`src/rtl/ext_int_ctrl_pkg.sv`:
```
// ---------------------------------------------------------------------------
// ext_int_ctrl_pkg
// Shared constants and the register decode helper for the external interrupt
// controller.
//   EIC_ID_W        width of a source ID (ID 0 = none)
//   EIC_BASE_ADDR   base of the controller window on the rib bus (SoC decode)
//   EIC_*           byte offsets inside the window (addr[7:0])
//   eic_reg_e       decoded register selector
//   eic_decode()    maps an offset to a register selector
// ---------------------------------------------------------------------------
package ext_int_ctrl_pkg;

    localparam int          EIC_ID_W      = 5;
    localparam logic [31:0] EIC_BASE_ADDR = 32'h0C00_0000;

    localparam logic [7:0]  EIC_PRIO_BASE = 8'h00;
    localparam logic [7:0]  EIC_PENDING   = 8'h80;
    localparam logic [7:0]  EIC_ENABLE    = 8'h84;
    localparam logic [7:0]  EIC_MODE      = 8'h88;
    localparam logic [7:0]  EIC_THRESH    = 8'h8C;
    localparam logic [7:0]  EIC_CLAIM     = 8'h90;

    typedef enum logic [2:0] {
        REG_NONE,
        REG_PRIO,
        REG_PENDING,
        REG_ENABLE,
        REG_MODE,
        REG_THRESH,
        REG_CLAIM
    } eic_reg_e;

    // Only word-aligned offsets are mapped. The priority slots occupy
    // 0x04..0x04*num_src; slot 0 (offset 0x00) is the reserved "ID 0".
    function automatic eic_reg_e eic_decode(input logic [7:0] offset, input int num_src);
        eic_reg_e sel;
        sel = REG_NONE;
        if (offset[1:0] == 2'b00) begin
            if (offset < EIC_PENDING) begin
                if (offset != EIC_PRIO_BASE && int'(offset[7:2]) <= num_src) begin
                    sel = REG_PRIO;
                end
            end else begin
                case (offset)
                    EIC_PENDING: sel = REG_PENDING;
                    EIC_ENABLE:  sel = REG_ENABLE;
                    EIC_MODE:    sel = REG_MODE;
                    EIC_THRESH:  sel = REG_THRESH;
                    EIC_CLAIM:   sel = REG_CLAIM;
                    default:     sel = REG_NONE;
                endcase
            end
        end
        return sel;
    endfunction

endpackage

```
`src/rtl/ext_int_ctrl_if.sv`:
```
// ---------------------------------------------------------------------------
// ext_int_ctrl_if
// rib slave access bundle for the external interrupt controller.
//   req_i   access strobe (one access per cycle while high)
//   we_i    1 = write, 0 = read
//   addr_i  byte address, only [7:0] decoded by the slave
//   data_i  write data
//   data_o  combinational read data
// Modports: master drives the access, slave returns read data.
// ---------------------------------------------------------------------------
interface ext_int_ctrl_if;

    logic        req_i;
    logic        we_i;
    logic [31:0] addr_i;
    logic [31:0] data_i;
    logic [31:0] data_o;

    modport master (
        output req_i,
        output we_i,
        output addr_i,
        output data_i,
        input  data_o
    );

    modport slave (
        input  req_i,
        input  we_i,
        input  addr_i,
        input  data_i,
        output data_o
    );

endinterface

```
`src/rtl/eic_gateway.sv`:
```
// ---------------------------------------------------------------------------
// eic_gateway
// Per-source interrupt gateway: input synchroniser, rising-edge detector,
// pending flop and in-service flop.
//   clk, rst      clock, asynchronous active-low reset
//   src           raw (asynchronous) interrupt input
//   mode          1 = rising edge, 0 = level-high
//   claim_clr     this source is being claimed this cycle
//   complete_clr  a complete write names this source this cycle
//   pending       pending flag seen by the arbiter
// ---------------------------------------------------------------------------
module eic_gateway #(
    parameter int SYNC_STAGES = 2
) (
    input  logic clk,
    input  logic rst,
    input  logic src,
    input  logic mode,
    input  logic claim_clr,
    input  logic complete_clr,
    output logic pending
);

    logic [SYNC_STAGES-1:0] sync_reg;
    logic                   prev_reg;
    logic                   pending_reg;
    logic                   in_service_reg;

    logic synced;
    logic rise;
    logic set_req;
    logic pending_next;
    logic in_service_next;

    assign synced = sync_reg[SYNC_STAGES-1];
    assign rise   = synced & ~prev_reg;

    always_comb begin
        // Edges are latched regardless of service state (extra edges merge
        // into the single pending bit). A level request is held off while
        // the source is in service or being claimed right now, otherwise
        // the still-high line would immediately re-pend the claimed source.
        set_req = mode ? rise : (synced & ~in_service_reg & ~claim_clr);

        // A set in the same cycle as a claim wins.
        pending_next = (pending_reg & ~claim_clr) | set_req;

        in_service_next = in_service_reg;
        if (claim_clr) begin
            in_service_next = 1'b1;
        end else if (complete_clr) begin
            in_service_next = 1'b0;
        end
    end

    always_ff @(posedge clk or negedge rst) begin
        if (!rst) begin
            sync_reg       <= '0;
            prev_reg       <= 1'b0;
            pending_reg    <= 1'b0;
            in_service_reg <= 1'b0;
        end else begin
            // Shift towards the MSB; the size cast keeps this legal for a
            // single-stage synchroniser as well.
            sync_reg       <= SYNC_STAGES'({sync_reg, src});
            prev_reg       <= synced;
            pending_reg    <= pending_next;
            in_service_reg <= in_service_next;
        end
    end

    assign pending = pending_reg;

endmodule

```
`src/rtl/ext_int_ctrl.sv`:
```
// ---------------------------------------------------------------------------
// ext_int_ctrl
// Prioritised external interrupt controller in front of the core's single
// external interrupt input.
//   clk       core clock
//   rst       asynchronous active-low reset
//   src_i     raw interrupt sources, bit k = ID k+1
//   bus       rib slave port (ext_int_ctrl_if.slave)
//   irq_o     registered interrupt request
//   irq_id_o  registered best ID (0 = none); returned by a claim read
// Registers (addr[7:0]): 0x04*i priority of ID i, 0x80 pending (RO),
// 0x84 enable, 0x88 mode (1 = edge), 0x8C threshold,
// 0x90 claim (read) / complete (write).
// ---------------------------------------------------------------------------
module ext_int_ctrl
    import ext_int_ctrl_pkg::*;
#(
    parameter int NUM_SRC     = 8,
    parameter int PRIO_W      = 3,
    parameter int SYNC_STAGES = 2
) (
    input  logic                clk,
    input  logic                rst,
    input  logic [NUM_SRC-1:0]  src_i,
    ext_int_ctrl_if.slave       bus,
    output logic                irq_o,
    output logic [EIC_ID_W-1:0] irq_id_o
);

    // ------------------------------------------------------------------
    // Bus decode
    // ------------------------------------------------------------------
    logic [7:0]          offset;
    logic [5:0]          prio_idx;
    eic_reg_e            reg_sel;
    logic                rd_en;
    logic                wr_en;
    logic                claim_rd;
    logic                complete_wr;
    logic [EIC_ID_W-1:0] complete_id;

    assign offset      = bus.addr_i[7:0];
    assign prio_idx    = offset[7:2];
    assign reg_sel     = eic_decode(offset, NUM_SRC);
    assign rd_en       = bus.req_i & ~bus.we_i;
    assign wr_en       = bus.req_i & bus.we_i;
    assign claim_rd    = rd_en & (reg_sel == REG_CLAIM);
    assign complete_wr = wr_en & (reg_sel == REG_CLAIM);
    assign complete_id = bus.data_i[EIC_ID_W-1:0];

    // ------------------------------------------------------------------
    // Register file (index k holds ID k+1)
    // ------------------------------------------------------------------
    logic [PRIO_W-1:0]   prio_reg [NUM_SRC];
    logic [NUM_SRC-1:0]  enable_reg;
    logic [NUM_SRC-1:0]  mode_reg;
    logic [PRIO_W-1:0]   threshold_reg;
    logic [NUM_SRC-1:0]  pending;

    always_ff @(posedge clk or negedge rst) begin
        if (!rst) begin
            for (int k = 0; k < NUM_SRC; k++) begin
                prio_reg[k] <= '0;
            end
            enable_reg    <= '0;
            mode_reg      <= '0;
            threshold_reg <= '0;
        end else if (wr_en) begin
            case (reg_sel)
                REG_PRIO: begin
                    for (int k = 0; k < NUM_SRC; k++) begin
                        if (prio_idx == 6'(k + 1)) begin
                            prio_reg[k] <= bus.data_i[PRIO_W-1:0];
                        end
                    end
                end
                REG_ENABLE: enable_reg    <= bus.data_i[NUM_SRC:1];
                REG_MODE:   mode_reg      <= bus.data_i[NUM_SRC:1];
                REG_THRESH: threshold_reg <= bus.data_i[PRIO_W-1:0];
                default: ;
            endcase
        end
    end

    // ------------------------------------------------------------------
    // Gateways
    // ------------------------------------------------------------------
    logic [EIC_ID_W-1:0] irq_id_reg;
    logic                irq_reg;

    genvar gi;
    generate
        for (gi = 0; gi < NUM_SRC; gi++) begin : g_src
            localparam logic [EIC_ID_W-1:0] SRC_ID = EIC_ID_W'(gi + 1);

            eic_gateway #(
                .SYNC_STAGES (SYNC_STAGES)
            ) u_gateway (
                .clk          (clk),
                .rst          (rst),
                .src          (src_i[gi]),
                .mode         (mode_reg[gi]),
                // The claim always targets the registered ID that the
                // claim read returns, never the live arbitration result.
                .claim_clr    (claim_rd && (irq_id_reg == SRC_ID)),
                .complete_clr (complete_wr && (complete_id == SRC_ID)),
                .pending      (pending[gi])
            );
        end
    endgenerate

    // ------------------------------------------------------------------
    // Arbiter: highest priority above threshold, ties to the lowest ID.
    // Scanning upward and replacing only on a strictly higher priority
    // keeps the lowest ID among equals.
    // ------------------------------------------------------------------
    logic [EIC_ID_W-1:0] best_id;
    logic [PRIO_W-1:0]   best_prio;

    always_comb begin
        best_id   = '0;
        best_prio = '0;
        for (int k = 0; k < NUM_SRC; k++) begin
            if (pending[k] && enable_reg[k] &&
                (prio_reg[k] > threshold_reg) && (prio_reg[k] > best_prio)) begin
                best_id   = EIC_ID_W'(k + 1);
                best_prio = prio_reg[k];
            end
        end
    end

    always_ff @(posedge clk or negedge rst) begin
        if (!rst) begin
            irq_id_reg <= '0;
            irq_reg    <= 1'b0;
        end else begin
            irq_id_reg <= best_id;
            irq_reg    <= (best_id != '0);
        end
    end

    assign irq_o    = irq_reg;
    assign irq_id_o = irq_id_reg;

    // ------------------------------------------------------------------
    // Read mux (combinational, zero unless a read is in progress)
    // ------------------------------------------------------------------
    logic [PRIO_W-1:0] prio_rd;
    logic [31:0]       rdata;

    always_comb begin
        prio_rd = '0;
        for (int k = 0; k < NUM_SRC; k++) begin
            if (prio_idx == 6'(k + 1)) begin
                prio_rd = prio_reg[k];
            end
        end
    end

    always_comb begin
        rdata = '0;
        if (rd_en) begin
            case (reg_sel)
                REG_PRIO:    rdata[PRIO_W-1:0]   = prio_rd;
                REG_PENDING: rdata[NUM_SRC:1]    = pending;
                REG_ENABLE:  rdata[NUM_SRC:1]    = enable_reg;
                REG_MODE:    rdata[NUM_SRC:1]    = mode_reg;
                REG_THRESH:  rdata[PRIO_W-1:0]   = threshold_reg;
                REG_CLAIM:   rdata[EIC_ID_W-1:0] = irq_id_reg;
                default: ;
            endcase
        end
    end

    assign bus.data_o = rdata;

    // Address bits above the window and unused write-data bits are
    // deliberately ignored.
    logic unused_bits;
    assign unused_bits = ^{bus.addr_i[31:8], bus.data_i};

endmodule

```
`src/flat_wrapper.sv`:
```
// flat-port wrapper written by rule: the top's interface ports become plain ports
module ext_int_ctrl_flat import ext_int_ctrl_pkg::*;
#(
    parameter int NUM_SRC     = 8,
    parameter int PRIO_W      = 3,
    parameter int SYNC_STAGES = 2
)
  (clk, rst, src_i, irq_o, irq_id_o, bus_req_i, bus_we_i, bus_addr_i, bus_data_i, bus_data_o);
  ext_int_ctrl_if bus_i ();
  input  logic clk;
  input  logic rst;
  input  logic [NUM_SRC-1:0] src_i;
  output logic irq_o;
  output logic [EIC_ID_W-1:0] irq_id_o;
  input wire logic [$bits(bus_i.req_i)-1:0] bus_req_i;
  input wire logic [$bits(bus_i.we_i)-1:0] bus_we_i;
  input wire logic [$bits(bus_i.addr_i)-1:0] bus_addr_i;
  input wire logic [$bits(bus_i.data_i)-1:0] bus_data_i;
  output wire logic [$bits(bus_i.data_o)-1:0] bus_data_o;
  assign bus_i.req_i = bus_req_i;
  assign bus_i.we_i = bus_we_i;
  assign bus_i.addr_i = bus_addr_i;
  assign bus_i.data_i = bus_data_i;
  assign bus_data_o = bus_i.data_o;
  ext_int_ctrl #(.NUM_SRC(NUM_SRC), .PRIO_W(PRIO_W), .SYNC_STAGES(SYNC_STAGES)) u_core (.clk(clk), .rst(rst), .src_i(src_i), .bus(bus_i), .irq_o(irq_o), .irq_id_o(irq_id_o));
endmodule
```
`config.mk`:
```
export PLATFORM = sky130hd
export DESIGN_NAME = ext_int_ctrl_flat
export DESIGN_NICKNAME = d
export VERILOG_FILES = /design/src/rtl/ext_int_ctrl_pkg.sv /design/src/rtl/ext_int_ctrl_if.sv /design/src/rtl/eic_gateway.sv /design/src/rtl/ext_int_ctrl.sv /design/src/flat_wrapper.sv
export SDC_FILE = /design/constraint.sdc
export NUM_CORES = 1
export LEC_CHECK = 0
export BUFFER_PORTS_ARGS = -buffer_cell sky130_fd_sc_hd__buf_2
export CAP_MARGIN = 10
export CORE_MARGIN = 2
export CORE_UTILIZATION = 55
export CTS_CLUSTER_SIZE = 8
export DETAILED_ROUTE_END_ITERATION = 8
export HOLD_SLACK_MARGIN = 0.15
export PLACE_DENSITY_LB_ADDON = 0.05
export SETUP_SLACK_MARGIN = 0.2
export SYNTH_ARGS = -nofsm -noshare
export SYNTH_HDL_FRONTEND = slang
export SYNTH_SLANG_ARGS = --single-unit
```
`constraint.sdc`:
```
create_clock -name clk -period 16.2 [get_ports clk]
set_input_delay 3.24 -clock clk [delete_from_list [all_inputs] [get_ports clk]]
set_output_delay 3.24 -clock clk [all_outputs]
set_load 0.01 [all_outputs]
```
==> results.toml <==
[sta]
period_share = 0.768
grt_setup_unrepaired = "no"
drv_slew = 0
worst_pin_slew_ps = 1080
skew_ps = 7.38
finalSetupViolCount = 0
hold_viol = 0
layout_min_cycle_time_ps = 12450
fmax_ghz = 0.0803
totalNegativeSetupSlack_ps = 0
slew_headroom = 0.280

[cts]
ctsRootBufferMaster = "clkbuf_8"
cts_tree = "done"
clock_sinks = 88
path_clk_slew_ps = 90
cts_buffer_depth = 2
post-cts-setup-buffers = 0
cts_inserted_buffers = 9
hold_buffers = 0
cts_max_level = 3
cts_resized = 0
clk_latency_ps = 360

[yosys]
seq_area_frac_synth = 0.405
synthDistinctLibCells = 58
synth_ff_type = "dfrtp_1"
synth_top_area_frac = 0.405
syn_area_um2 = 5440
synth_area_leaders = "dfrtp_1 (41%), ha_1 (9.4%), mux2_2 (7.0%), o21ai_0 (4.1%), nand2_1 (4.0%)"
synthArstFlopShare = 1.00
yosys_register_bits = 88
avgSynthCellArea_um2 = 9.45
synth_area_leader_cell = "dfrtp_1"
ys_warn_count = 0
synth_cells = 575
synth_edf_count = 0

[power]
seqPwrFrac = 0.549
power.internal_uw = 306
p_per_area_nw_per_um2 = 70.4
pwr-share-comb = 0.080
power.share.clock = 0.371
power_switching_uw = 107
leakage_nw = 2.91
switching_share = 0.259
vdd_drop_max_v = 0.0000874

[final_layout]
drive_above_1_share = 0.172
nets = 730
final_cells = 751
area_growth_pct = 7.94
n_antenna_cell = 0
final_common_cell = "dfrtp_1"
final_cell_mix = "dfrtp_1 (88), nand2_1 (58), nor2_1 (51)"
utilization = 0.606
fill_cells = 863
largest_reg_flops = 24

[setup_path]
path_common_cell = "ha_1"
worstPathArrival_ps = 12620
startpoint_type = "flop"
endpoint_kind = "flop"
crit_required_ps = 16380
slowest_stage = "nor3_1"
cp_max_fo = 9
path_class = "flop to flop"
slowest_delay_ps = 660

[drt]
first_pass_iters = 5
route.detailed.wl_per_inst_um = 18.4
ant_nets = 0
drtIter0Drc = 280
viasPerCell = 5.90
vias = 4430
drc = 0
wl_um = 13800

[global_route]
grt_pass1_wl_um = 22000
grt_remaining_overflow = 0
grt_max_degree = 88
antenna_found_initial = 0
grt_usage = 0.273
grt_pass1_vias = 4237

[placed_design]
placedCellCount = 735
portBuffers = 42
place_congestion = 0.899
hpwl_um = 10200

[floorplan]
die_w_um = 103
rows = 36
die-area_um2 = 10700
coreArea_um2 = 9680
dieHeight_um = 103
io_pins = 114
start_util = 0.561

[status]
status = "complete, no violations"

[hold_path]
hold_path_class = "flop to flop"

[job]
drv_cap = 0
-- through the flow --
step	hold WS [ps]	power (mW)	setup WS, ps	cell area, um^2
3_3_place_gp	332	0.263	4200	5670
2_1_floorplan	331	0.253	5920	5520
6_report	355	0.413	3750	5870
3_5_place_dp	336	0.264	4080	5670
5_1_grt	368	0.430	3160	5870
4_1_cts	357	0.416	3970	5870
-- final cells by class --
class,instances,area [um^2],area share
Multi-Input combinational cell,438,2950,0.503
Sequential cell,88,2200,0.375
Timing Repair Buffer,45,235,0.0401
Tap cell,133,166,0.0284
Clock buffer,10,128,0.0218
Inverter,31,116,0.0198
Clock inverter,6,67.6,0.0115
-- worst paths after layout --
| path | cells after the start | slack [ps] | startpoint | end |
|---|---|---|---|---|
| worst max-delay path | 48 | 3750 | u_core.threshold_reg[1] | u_core.irq_id_o[2] |
| worst max register to register | 48 | 3750 | u_core.threshold_reg[1] | u_core.irq_id_o[2] |
| max in group asynchronous | 2 | 12330 | rst | u_core.prio_reg[10] |
| worst min-delay path | 0 | 350 | u_core.g_src[0].u_gateway.sync_reg[0] | u_core.g_src[0].u_gateway.sync_reg[1] |
| min in group asynchronous | 1 | 2640 | rst | u_core.prio_reg[4] |
| worst min register to register | 0 | 350 | u_core.g_src[0].u_gateway.sync_reg[0] | u_core.g_src[0].u_gateway.sync_reg[1] |
-- cells in the mapped netlist, types with 4 or more instances --
cell type and instances:
a222oi_1 5, o21ai_0 44, a22o_1 9, ha_1 41
mux2_2 34, or3_1 4, and4_1 4, nor3_1 7
nand3b_1 9, nand2b_1 4, mux2i_1 10, inv_1 31
dfrtp_1 88, nor2b_1 8, and3_1 10, a22oi_1 5
buf_4 24, clkbuf_1 14, nand4_1 7, a31oi_1 9
nor2_1 51, a21oi_1 27, nand3_1 25, nand2_1 58
-- critical path: cells and delay by family (launching register included) --
kind	cells	cell delay, ps
and+or+nand+nor	22	4570
AOI/OAI and AO/OA	12	2950
adders and majority gates	8	2350
muxes	4	1320
buffers and inverters	2	650
DFF	1	390
-- routing by layer --
metal / wire (um) / global-route usage / up-vias
li1: - / - / 2109
met3: 738 / 0.0457 / 25
met5: 0 / 0 / -
met4: 254 / 0.0658 / 0
met2: 6620 / 0.447 / 158
met1: 6190 / 0.381 / 2138
-- logic make-up after synthesis --
| kind of cell | share of synthesized area |
|---|---|
| flip-flops | 0.405 |
| AO/OA/AOI/OAI | 0.153 |
| other | 0.000690 |
| multiplexers | 0.0971 |
| XOR/XNOR | 0.00161 |
| AND/OR/NAND/NOR | 0.180 |
| adder cells (fa/ha/maj) | 0.0944 |
| buffers and inverters | 0.0677 |
-- power groups by stage --
stage / combinational (mW) / clock, mW / sequential, mW
finish: 0.0331 / 0.153 / 0.227
global route: 0.0377 / 0.165 / 0.227
CTS: 0.0330 / 0.156 / 0.227
detailed placement: 0.0329 / 0 / 0.231
global placement: 0.0322 / 0 / 0.231
floorplan: 0.0225 / 0 / 0.230
Note: power is estimated with default switching activity, not from simulation.
